## config.mk

```make
export PLATFORM = sky130hd
export DESIGN_NAME = ifetch_seq32_flat
export DESIGN_NICKNAME = d
export VERILOG_FILES = /design/src/rtl/ifetch_seq32_if.sv /design/src/rtl/ifetch_seq32.sv /design/src/flat_wrapper.sv
export SDC_FILE = /design/constraint.sdc
export NUM_CORES = 1
export LEC_CHECK = 0
export ABC_AREA = 1
export BUFFER_PORTS_ARGS = -buffer_cell sky130_fd_sc_hd__buf_4
export CAP_MARGIN = 30
export CELL_PAD_IN_SITES_DETAIL_PLACEMENT = 0
export CELL_PAD_IN_SITES_GLOBAL_PLACEMENT = 1
export CORE_MARGIN = 2
export CORE_UTILIZATION = 29
export CTS_CLUSTER_DIAMETER = 30
export DETAILED_ROUTE_END_ITERATION = 7
export HOLD_SLACK_MARGIN = 0.15
export PLACE_DENSITY = 0.76
export SYNTH_ARGS = -nofsm -noshare
export SYNTH_HDL_FRONTEND = slang
export SYNTH_SLANG_ARGS = --single-unit
```

## constraint.sdc

```tcl
create_clock -name clock -period 1.6 [get_ports clock]
set_input_delay 0.24 -clock clock [delete_from_list [all_inputs] [get_ports clock]]
set_output_delay 0.24 -clock clock [all_outputs]
set_load 0.01 [all_outputs]
```

## src/rtl/ifetch_seq32_if.sv

```systemverilog
// Fetch-unit bundle: execute-stage controls in, fetch results out, plus the
// instruction RAM read port.
interface ifetch_seq32_if #(
    parameter int unsigned ADDR_W = 14
);
    logic [31:0]       Addr_Result;
    logic              Zero;
    logic [31:0]       Read_data_1;
    logic              Branch;
    logic              nBranch;
    logic              Jmp;
    logic              Jal;
    logic              Jr;
    logic              stall;
    logic              upg_mode;
    logic [31:0]       imem_rdata;
    logic [ADDR_W-1:0] imem_addr;
    logic [31:0]       Instruction;
    logic [31:0]       PC_plus_4;
    logic [31:0]       link_addr;
    logic              instr_valid;
    logic              misalign_err;

    modport master (
        input  Addr_Result, Zero, Read_data_1, Branch, nBranch, Jmp, Jal, Jr,
               stall, upg_mode, imem_rdata,
        output imem_addr, Instruction, PC_plus_4, link_addr, instr_valid,
               misalign_err
    );

    modport slave (
        output Addr_Result, Zero, Read_data_1, Branch, nBranch, Jmp, Jal, Jr,
               stall, upg_mode, imem_rdata,
        input  imem_addr, Instruction, PC_plus_4, link_addr, instr_valid,
               misalign_err
    );
endinterface

```

## src/rtl/ifetch_seq32.sv

```systemverilog
// Sequential instruction fetch for the 32-bit MIPS core: owns the PC, drives a
// 1-cycle-latency instruction RAM and yields it to the UART programmer.
module ifetch_seq32 #(
    parameter logic [31:0] RESET_PC = 32'h0000_0000,
    parameter int unsigned ADDR_W   = 14
) (
    input  logic           clock,
    input  logic           reset,
    ifetch_seq32_if.master bus
);
    localparam int unsigned XLEN = 32;

    typedef enum logic [1:0] {
        ST_RUN   = 2'd0,
        ST_PROG  = 2'd1,
        ST_PRIME = 2'd2,
        ST_HALT  = 2'd3
    } state_e;

    state_e          state_q, state_d;
    logic [XLEN-1:0] pc_q, next_pc, pc_plus_4;
    logic [XLEN-1:0] link_q, link_d;
    logic            valid_q, valid_d;
    logic            misalign_q, misalign_d;
    logic            br_taken;
    logic            jr_bad;

    assign pc_plus_4 = pc_q + XLEN'(4);
    assign br_taken  = (bus.Branch & bus.Zero) | (bus.nBranch & ~bus.Zero);
    assign jr_bad    = bus.Read_data_1[1:0] != 2'b00;

    // State register and PC; next_pc already holds the PC whenever it must not move
    always_ff @(posedge clock) begin
        if (reset) begin
            state_q    <= ST_RUN;
            pc_q       <= RESET_PC;
            valid_q    <= 1'b0;
            link_q     <= '0;
            misalign_q <= 1'b0;
        end else begin
            state_q    <= state_d;
            pc_q       <= next_pc;
            valid_q    <= valid_d;
            link_q     <= link_d;
            misalign_q <= misalign_d;
        end
    end

    // Next-state, next-PC and flag logic
    always_comb begin
        state_d    = state_q;
        next_pc    = pc_q;
        valid_d    = valid_q;
        link_d     = link_q;
        misalign_d = misalign_q;

        case (state_q)
            ST_RUN: begin
                valid_d = 1'b1;
                if (bus.upg_mode) begin
                    state_d = ST_PROG;
                    valid_d = 1'b0;
                end else if (valid_q && !bus.stall) begin
                    if (bus.Jr) begin
                        if (jr_bad) begin
                            state_d    = ST_HALT;
                            valid_d    = 1'b0;
                            misalign_d = 1'b1;
                        end else begin
                            next_pc = bus.Read_data_1;
                        end
                    end else if (bus.Jmp || bus.Jal) begin
                        next_pc = {pc_plus_4[31:28], bus.imem_rdata[25:0], 2'b00};
                        if (bus.Jal) begin
                            link_d = pc_plus_4;
                        end
                    end else if (br_taken) begin
                        next_pc = bus.Addr_Result;
                    end else begin
                        next_pc = pc_plus_4;
                    end
                end
            end
            ST_PROG: begin
                valid_d = 1'b0;
                next_pc = RESET_PC;
                if (!bus.upg_mode) begin
                    state_d = ST_PRIME;
                end
            end
            ST_PRIME: begin
                // Re-read the reset word so freshly programmed contents are fetched
                next_pc = RESET_PC;
                state_d = ST_RUN;
                valid_d = 1'b1;
            end
            ST_HALT: begin
                valid_d    = 1'b0;
                misalign_d = 1'b1;
            end
            default: begin
                state_d = ST_RUN;
            end
        endcase

        if (reset) begin
            next_pc = RESET_PC;
        end
    end

    assign bus.imem_addr    = next_pc[ADDR_W+1:2];
    assign bus.Instruction  = bus.imem_rdata;
    assign bus.PC_plus_4    = pc_plus_4;
    assign bus.link_addr    = link_q;
    assign bus.instr_valid  = valid_q;
    assign bus.misalign_err = misalign_q;
endmodule

```

## src/flat_wrapper.sv

```systemverilog
// flat-port wrapper written by rule: the top's interface ports become plain ports
module ifetch_seq32_flat 
#(
    parameter logic [31:0] RESET_PC = 32'h0000_0000,
    parameter int unsigned ADDR_W   = 14
)
  (clock, reset, bus_Addr_Result, bus_Zero, bus_Read_data_1, bus_Branch, bus_nBranch, bus_Jmp, bus_Jal, bus_Jr, bus_stall, bus_upg_mode, bus_imem_rdata, bus_imem_addr, bus_Instruction, bus_PC_plus_4, bus_link_addr, bus_instr_valid, bus_misalign_err);
  ifetch_seq32_if #(.ADDR_W(ADDR_W)) bus_i ();
  input  logic clock;
  input  logic reset;
  input wire logic [$bits(bus_i.Addr_Result)-1:0] bus_Addr_Result;
  input wire logic [$bits(bus_i.Zero)-1:0] bus_Zero;
  input wire logic [$bits(bus_i.Read_data_1)-1:0] bus_Read_data_1;
  input wire logic [$bits(bus_i.Branch)-1:0] bus_Branch;
  input wire logic [$bits(bus_i.nBranch)-1:0] bus_nBranch;
  input wire logic [$bits(bus_i.Jmp)-1:0] bus_Jmp;
  input wire logic [$bits(bus_i.Jal)-1:0] bus_Jal;
  input wire logic [$bits(bus_i.Jr)-1:0] bus_Jr;
  input wire logic [$bits(bus_i.stall)-1:0] bus_stall;
  input wire logic [$bits(bus_i.upg_mode)-1:0] bus_upg_mode;
  input wire logic [$bits(bus_i.imem_rdata)-1:0] bus_imem_rdata;
  output wire logic [$bits(bus_i.imem_addr)-1:0] bus_imem_addr;
  output wire logic [$bits(bus_i.Instruction)-1:0] bus_Instruction;
  output wire logic [$bits(bus_i.PC_plus_4)-1:0] bus_PC_plus_4;
  output wire logic [$bits(bus_i.link_addr)-1:0] bus_link_addr;
  output wire logic [$bits(bus_i.instr_valid)-1:0] bus_instr_valid;
  output wire logic [$bits(bus_i.misalign_err)-1:0] bus_misalign_err;
  assign bus_i.Addr_Result = bus_Addr_Result;
  assign bus_i.Zero = bus_Zero;
  assign bus_i.Read_data_1 = bus_Read_data_1;
  assign bus_i.Branch = bus_Branch;
  assign bus_i.nBranch = bus_nBranch;
  assign bus_i.Jmp = bus_Jmp;
  assign bus_i.Jal = bus_Jal;
  assign bus_i.Jr = bus_Jr;
  assign bus_i.stall = bus_stall;
  assign bus_i.upg_mode = bus_upg_mode;
  assign bus_i.imem_rdata = bus_imem_rdata;
  assign bus_imem_addr = bus_i.imem_addr;
  assign bus_Instruction = bus_i.Instruction;
  assign bus_PC_plus_4 = bus_i.PC_plus_4;
  assign bus_link_addr = bus_i.link_addr;
  assign bus_instr_valid = bus_i.instr_valid;
  assign bus_misalign_err = bus_i.misalign_err;
  ifetch_seq32 #(.RESET_PC(RESET_PC), .ADDR_W(ADDR_W)) u_core (.clock(clock), .reset(reset), .bus(bus_i));
endmodule
```

==> flow_metrics.env, run 1 <==
export IMPL_outcome="finished with violations"
export IMPL_violations="setup timing"
export IMPL_grt_max_degree=32
export IMPL_busiest_layer="met2"
export IMPL_ys_ff_latch=68
export IMPL_ant_nets=0
export IMPL_drv_slew=0
export IMPL_max_stage_delay_ps=370
export IMPL_synthTopCellsByArea="dfxtp_1, nand2_1, a21oi_1, nor2_1, inv_1"
export IMPL_drive_gt1_share_pct=59.27
export IMPL_synth_top_area_cell="dfxtp_1"
export IMPL_path_clk_slew_ps=60
export IMPL_crit_path_frequent_cell="nand2_2"
export IMPL_dp_cells=1352
export IMPL_cp_arrival_ps=2040
export IMPL_wl_per_cell_microns=16.79
export IMPL_hold_viol_final=0
export IMPL_crit_buf_inv=2
export IMPL_layout_commonest_cell="buf_4"
export IMPL_wl_microns=24140
export IMPL_cts_max_level=3
export IMPL_async_reset_ff_share_pct=0
export IMPL_final_period_utilization_pct=142.5
export IMPL_whs_path_depth=3
export IMPL_rr_worst_depth=18
export IMPL_period_needed_ps=2280
export IMPL_antenna_cells=0
export IMPL_cp_required_ps=1360
export IMPL_met1_usage_pct=33.48
export IMPL_skew_ps=8.953
export IMPL_antenna_found_initial=0
export IMPL_port_buffers=205
export IMPL_fin_area_sq_um=10150
export IMPL_endpoint_kind="output pin"
export IMPL_synthCells=832
export IMPL_remaining_drc_errors=0
export IMPL_drt_iter0_markers=407
export IMPL_area_growth_pct=98.73
export IMPL_place_area_sq_um=7869
export IMPL_cp_depth=10
export IMPL_crit_type="reg2out"
export IMPL_num_rows=48
export IMPL_dp_hpwl_microns=17660
export IMPL_global_route_usage_met3_pct=3.481
export IMPL_final_cell_mix="buf_4, nand2_1, buf_6, nor2_1, inv_1"
export IMPL_rsz0062_at_grt="yes"
export IMPL_final_util_pct=58.91
export IMPL_cts_root_buf="clkbuf_16"
export IMPL_hold_path_class="in2reg"
export IMPL_power_density_nw_per_um2=830.5
export IMPL_yosys_warnings=0
export IMPL_synth_distinct_cells=42
export IMPL_fp_dieArea_sq_um=18700
export IMPL_crit_chain="buf_6, nand3_4, nor2_4, nand2_2, xor2_2, nor2_1, o21ai_1, nand2_2, a21oi_2, buf_4"
export IMPL_final_cells=1438
export IMPL_netlist_area_sq_um=5110
export IMPL_grtUsageMet2_pct=39.94
export IMPL_first_pass_iters=4
export IMPL_cts_inserted_buffers=9
export IMPL_syn_avg_cell_area_sq_um=6.142
export IMPL_first_global_vias=6421
export IMPL_max_slew_margin_pct=69.99
export IMPL_vias=6850
export IMPL_synth_top_flop_cell="dfxtp_1"
export IMPL_p_leak_nw=4.750
export IMPL_clock_path_buffers=2
export IMPL_setup_ws_ps=-680.0
export IMPL_coreArea_sq_um=17240
export IMPL_setup_viol=95
export IMPL_critPathMaxFanout=5
export IMPL_ioPinCount=218
export IMPL_startpoint_type="flip-flop"
export IMPL_dieWidth_microns=136.7
export IMPL_ys_seq_area_share_pct=26.64
export IMPL_synth_top_cell_area_share_pct=26.64
export IMPL_grt_pass1_wl_microns=34780
export IMPL_critPathSlowestCell="dfxtp_4"
export IMPL_tightestPinTransition_ps=450.1
export IMPL_gp_congestion=0.9043
export IMPL_finalNetCount=1321
export IMPL_dp_slack_ps=-429.5
export IMPL_track_usage_pct=24.61
export IMPL_max_freq_mhz=438.6
export IMPL_ir_drop_mv=0.6888
export IMPL_dieHeight_microns=136.7
export IMPL_cts_tree="yes"
export IMPL_drt_vias_per_instance=4.764
export IMPL_syn_nets=945
export IMPL_grt_ovfl_total=0
export IMPL_clock_latency_ps=350
export IMPL_max_cap_viol_count=0
export IMPL_start_util_pct=29.65
export IMPL_cp_top_family="simple AND/OR/NAND/NOR gates"
export IMPL_synth_edff_count=0
export IMPL_clkSinkCount=68
[repair_timing]
item	4_1_cts	5_1_grt
cloned	2	4
gates resized for setup	252	171
buffers inserted	62	40
setup endpoints to repair	100	107
pin swaps	84	89
hold buffers	0	0
[state kept, by name, indices dropped and copies added, names as in the netlist]
signal	count
u_core.pc_q	32
u_core.state_q	2
u_core.bus.misalign_err	1
u_core.bus.link_addr	32
u_core.bus.instr_valid	1
[area by class of cell]
type	count	area, sq um
flip-flops and latches	68	1405
multi-input cells	591	3961
clock buffers	9	225.2
inverters	103	429.2
fillers	1548	7082
repair buffers	435	3779
clock inverters	7	73.82
well taps	225	281.5
[report_power, final]
group	switching [W]	leakage (nW)	internal (W)
Combinational	0.00216	4.04	0.00213
Clock	0.000875	0.151	0.00122
Sequential	0.000167	0.562	0.00188
Total	0.00320	4.75	0.00523
[layer usage]
| metal | vias up | part of all wire, % |
|---|---|---|
| li1 | 3384 | - |
| met1 | 3215 | 45 |
| met2 | 210 | 47 |
| met3 | 41 | 5.4 |
| met4 | 0 | 2.5 |
| met5 | - | 0 |
[Yosys cell counts (4+ instances only)]
| cell type | n |
|---|---|
| a211oi_1 | 6 |
| a21oi_1 | 87 |
| buf_2 | 12 |
| buf_4 | 37 |
| buf_6 | 5 |
| clkbuf_1 | 12 |
| dfxtp_1 | 68 |
| ha_1 | 7 |
| inv_1 | 94 |
| inv_2 | 8 |
| nand2_1 | 205 |
| nand2_2 | 5 |
| nand3_1 | 29 |
| nand4_1 | 4 |
| nor2_1 | 106 |
| nor2_2 | 12 |
| nor2_4 | 4 |
| nor3_1 | 4 |
| o21ai_0 | 59 |
| o21bai_1 | 6 |
| o221ai_1 | 6 |
| o22ai_1 | 16 |
| xor2_1 | 8 |
[cell families after synthesis]
logic type	after synthesis	share of synthesized area, %
adder cells (fa/ha/maj)	7	1.714
XOR/XNOR	12	2.351
AO/OA/AOI/OAI	188	20.18
AND/OR/NAND/NOR	384	32.39
buffers and inverters	173	16.72
flip-flops	68	26.64
[worst register-to-register path, delay by kind of cell, from the launching register on]
family | cells | cell delay, ps
AND/OR/NAND/NOR | 9 | 660
AO/OA/AOI/OAI | 1 | 110
buffers and inverters | 8 | 860
flip-flops | 1 | 370
[final timing paths]
| kind | from | end | slack (ps) |
|---|---|---|---|
| min | bus_Addr_Result[0] | u_core.pc_q[0] | 220 |
| min reg2reg | u_core.bus.misalign_err | u_core.bus.misalign_err | 480 |
| max | u_core.pc_q[2] | bus_imem_addr[9] | -680 |
| max reg2reg | u_core.pc_q[2] | u_core.pc_q[23] | -460 |
[per-stage QoR]
stage / setup TNS (ps) / hold slack [ps] / power [W]
final: -29420 / 216.9 / 0.008433
after global routing: -38500 / 212.8 / 0.008831
after CTS: -24760 / 172.6 / 0.008005
after detailed placement: -17410 / 469.8 / 0.005302
after global placement: -17110 / 466.6 / 0.005297
after floorplan: -421.7 / 399.5 / 0.003605
Note: power is estimated with default switching activity, not from simulation.
==> run 2, diff against run 1 <==
--- a/config.mk
+++ b/config.mk
@@ -5,17 +5,17 @@
 export SDC_FILE = /design/constraint.sdc
 export NUM_CORES = 1
 export LEC_CHECK = 0
-export ABC_AREA = 1
 export BUFFER_PORTS_ARGS = -buffer_cell sky130_fd_sc_hd__buf_4
 export CAP_MARGIN = 30
 export CELL_PAD_IN_SITES_DETAIL_PLACEMENT = 0
 export CELL_PAD_IN_SITES_GLOBAL_PLACEMENT = 1
 export CORE_MARGIN = 2
-export CORE_UTILIZATION = 29
+export CORE_UTILIZATION = 30
 export CTS_CLUSTER_DIAMETER = 30
+export CTS_CLUSTER_SIZE = 28
 export DETAILED_ROUTE_END_ITERATION = 7
 export HOLD_SLACK_MARGIN = 0.15
-export PLACE_DENSITY = 0.76
+export PLACE_DENSITY = 0.77
 export SYNTH_ARGS = -nofsm -noshare
 export SYNTH_HDL_FRONTEND = slang
 export SYNTH_SLANG_ARGS = --single-unit
==> run 2 against run 1 <==
The run still ends with setup timing left. Critical path type unchanged. Highest routed layer unchanged. Sequential cell count is the same. Largest cell class is now non-clock buffers. First-iteration DRC count is 0.49% higher. Combinational power decreased by 27%.
==> flow_metrics.env, run 2 <==
export IMPL_synth_top_cell_area_share_pct=29.17
export IMPL_fp_dieArea_sq_um=16570
export IMPL_outcome="finished with violations"
export IMPL_drv_slew=0
export IMPL_dp_hpwl_microns=16400
export IMPL_gp_congestion=0.9566
export IMPL_path_clk_slew_ps=60
export IMPL_syn_nets=720
export IMPL_critPathSlowestCell="or4b_4"
export IMPL_vias=6422
export IMPL_track_usage_pct=26.99
export IMPL_grt_ovfl_total=0
export IMPL_drive_gt1_share_pct=67.42
export IMPL_ioPinCount=218
export IMPL_clock_path_buffers=2
export IMPL_cts_tree="yes"
export IMPL_cp_required_ps=1360
export IMPL_synth_top_area_cell="dfxtp_1"
export IMPL_layout_commonest_cell="buf_4"
export IMPL_crit_type="reg2out"
export IMPL_antenna_found_initial=0
export IMPL_timing_rr_start="u_core.state_q[0]"
export IMPL_start_util_pct=30.70
export IMPL_startpoint_type="flip-flop"
export IMPL_clock_latency_ps=350
export IMPL_hold_path_class="in2reg"
export IMPL_yosys_warnings=0
export IMPL_antenna_cells=0
export IMPL_ir_drop_mv=0.6440
export IMPL_dieWidth_microns=128.7
export IMPL_cts_max_level=3
export IMPL_area_growth_pct=117.1
export IMPL_grt_max_degree=28
export IMPL_hold_start="bus_Read_data_1[26]"
export IMPL_synth_distinct_cells=65
export IMPL_ant_nets=0
export IMPL_crit_buf_inv=1
export IMPL_wl_microns=23540
export IMPL_hold_viol_final=0
export IMPL_syn_avg_cell_area_sq_um=7.689
export IMPL_first_global_vias=6367
export IMPL_num_rows=45
export IMPL_drt_vias_per_instance=5.347
export IMPL_cp_startpoint="u_core.state_q[0]"
export IMPL_yosys_top_cells_count="dfxtp_1, nor2_1, nand2_1"
export IMPL_synth_top_flop_cell="dfxtp_1"
export IMPL_max_cap_viol_count=0
export IMPL_ys_ff_latch=68
export IMPL_max_stage_delay_ps=560
export IMPL_max_slew_margin_pct=68.67
export IMPL_dp_cells=1098
export IMPL_netlist_area_sq_um=4667
export IMPL_finalNetCount=1121
export IMPL_critPathMaxFanout=5
export IMPL_port_buffers=205
export IMPL_final_period_utilization_pct=156.6
export IMPL_p_leak_nw=4.593
export IMPL_dieHeight_microns=128.7
export IMPL_setup_ws_ps=-905.9
export IMPL_grt_pass1_wl_microns=34480
export IMPL_power_density_nw_per_um2=723.1
export IMPL_period_needed_ps=2506
export IMPL_first_pass_iters=5
export IMPL_final_cell_mix="buf_4, buf_6, dfxtp_1, nand2_1, nor2_1"
export IMPL_setup_viol=108
export IMPL_cts_root_buf="clkbuf_16"
export IMPL_skew_ps=8.504
export IMPL_tightestPinTransition_ps=465.1
export IMPL_synthTopCellsByArea="dfxtp_1, buf_4, nor2_1, nand2_1, a21oi_1"
export IMPL_synthCells=607
export IMPL_coreArea_sq_um=15200
export IMPL_cp_top_family="simple AND/OR/NAND/NOR gates"
export IMPL_drt_iter0_markers=409
export IMPL_violations="setup timing"
export IMPL_async_reset_ff_share_pct=0
export IMPL_hold_slack_ps=162.9
export IMPL_fin_setup_tns_ps=-49230
export IMPL_crit_chain="ha_4, or4b_4, nor3_4, nand2_2, a211oi_2, a311o_1, buf_4"
export IMPL_clkSinkCount=68
export IMPL_endpoint_kind="output pin"
export IMPL_synth_edff_count=0
export IMPL_max_freq_mhz=399.1
export IMPL_cp_arrival_ps=2270
export IMPL_cts_inserted_buffers=9
export IMPL_synth_most_common_cell="dfxtp_1"
export IMPL_wl_per_cell_microns=19.60
export IMPL_rsz0062_at_grt="yes"
export IMPL_ys_seq_area_share_pct=29.17
export IMPL_remaining_drc_errors=0
export IMPL_final_cells=1201
[run 2: cell types whose count changed after synthesis, moves of 12 or more]
| cell | previous run | this run |
|---|---|---|
| o22ai_1 | 16 | 1 |
| clkbuf_1 | 12 | 24 |
| o21ai_0 | 59 | 35 |
| nor2_1 | 106 | 61 |
| inv_1 | 94 | 32 |
| mux2i_1 | 0 | 13 |
| a21oi_1 | 87 | 35 |
| a31oi_1 | 0 | 12 |
| nand2_1 | 205 | 47 |
| a211oi_1 | 6 | 20 |
[run 2: metrics by stage]
stage          utilization [%]  setup WS [ps]  instance area, sq um  total power, W
3_3_place_gp             49.71         -553.3                  7557        0.003996
2_1_floorplan                -         -499.5                  4917        0.002927
3_5_place_dp             49.71         -596.5                  7557        0.004056
4_1_cts                  63.58         -908.5                  9666        0.006999
5_1_grt                  66.66         -960.9                 10130        0.007595
6_report                 66.66         -905.9                 10130        0.007328
[run 2: worst register-to-register path, stage by stage, from the launching register on]
cell and delay [ps]:
dfxtp_2 340, ha_4 160, or4b_4 560, buf_4 180, nor3_4 130, buf_4 130
buf_4 90, buf_4 90, buf_4 100, buf_6 110, nand3_2 70, o32ai_2 210
a21o_1 110
[run 2: cells by family (layout without fill, tap and decap cells)]
family,count (synthesis),in the layout,share of synthesized area (%)
simple gates,211,211,23.19
compound gates,176,176,26.03
buf+inv,109,515,12.57
flops,68,68,29.17
xor+xnor,22,22,4.129
mux,14,14,3.029
fa+ha+maj,7,7,1.877
[run 2: metal layers]
layer	global-route usage, %	part of all wire (%)	wire (microns)	vias to the layer above
met5	0	0	0	-
met4	7.417	2.0	480	0
met3	3.202	5.5	1295	40
met2	47.40	50	11860	251
met1	34.99	42	9905	3148
li1	-	-	-	2983
[run 2: what timing repair did]
action                                 in CTS  in global routing
hold buffers                                5                  0
setup endpoints to repair                 108                109
cloned                                      8                  1
pin swaps                                  69                 39
buffers inserted                           70                 25
resized for setup                         245                 87
endpoints found under the hold margin       5                  0
[run 2: final timing paths]
check	depth (start not counted)	to	slack (ps)
worst max register to register	12	u_core.pc_q[30]	-730
worst max-delay path	7	bus_imem_addr[10]	-910
worst min-delay path	2	u_core.pc_q[26]	160
worst min register to register	2	u_core.bus.link_addr[5]	490
[run 2: report_power, final]
group	switching, W	total (W)	internal (W)
clock network	0.000812	0.00236	0.00154
logic	0.00151	0.00312	0.00161
registers	0.0000759	0.00185	0.00177
total	0.00240	0.00733	0.00493
[run 2: area by class of cell]
type                    instances  area [sq um]
flip-flops and latches         68          1393
repair buffers                467          4161
clock inverters                 3         65.06
well taps                     188         235.2
inverters                      32         125.1
multi-input cells             430          3872
clock buffers                  13         281.5
fillers                      1192          5069
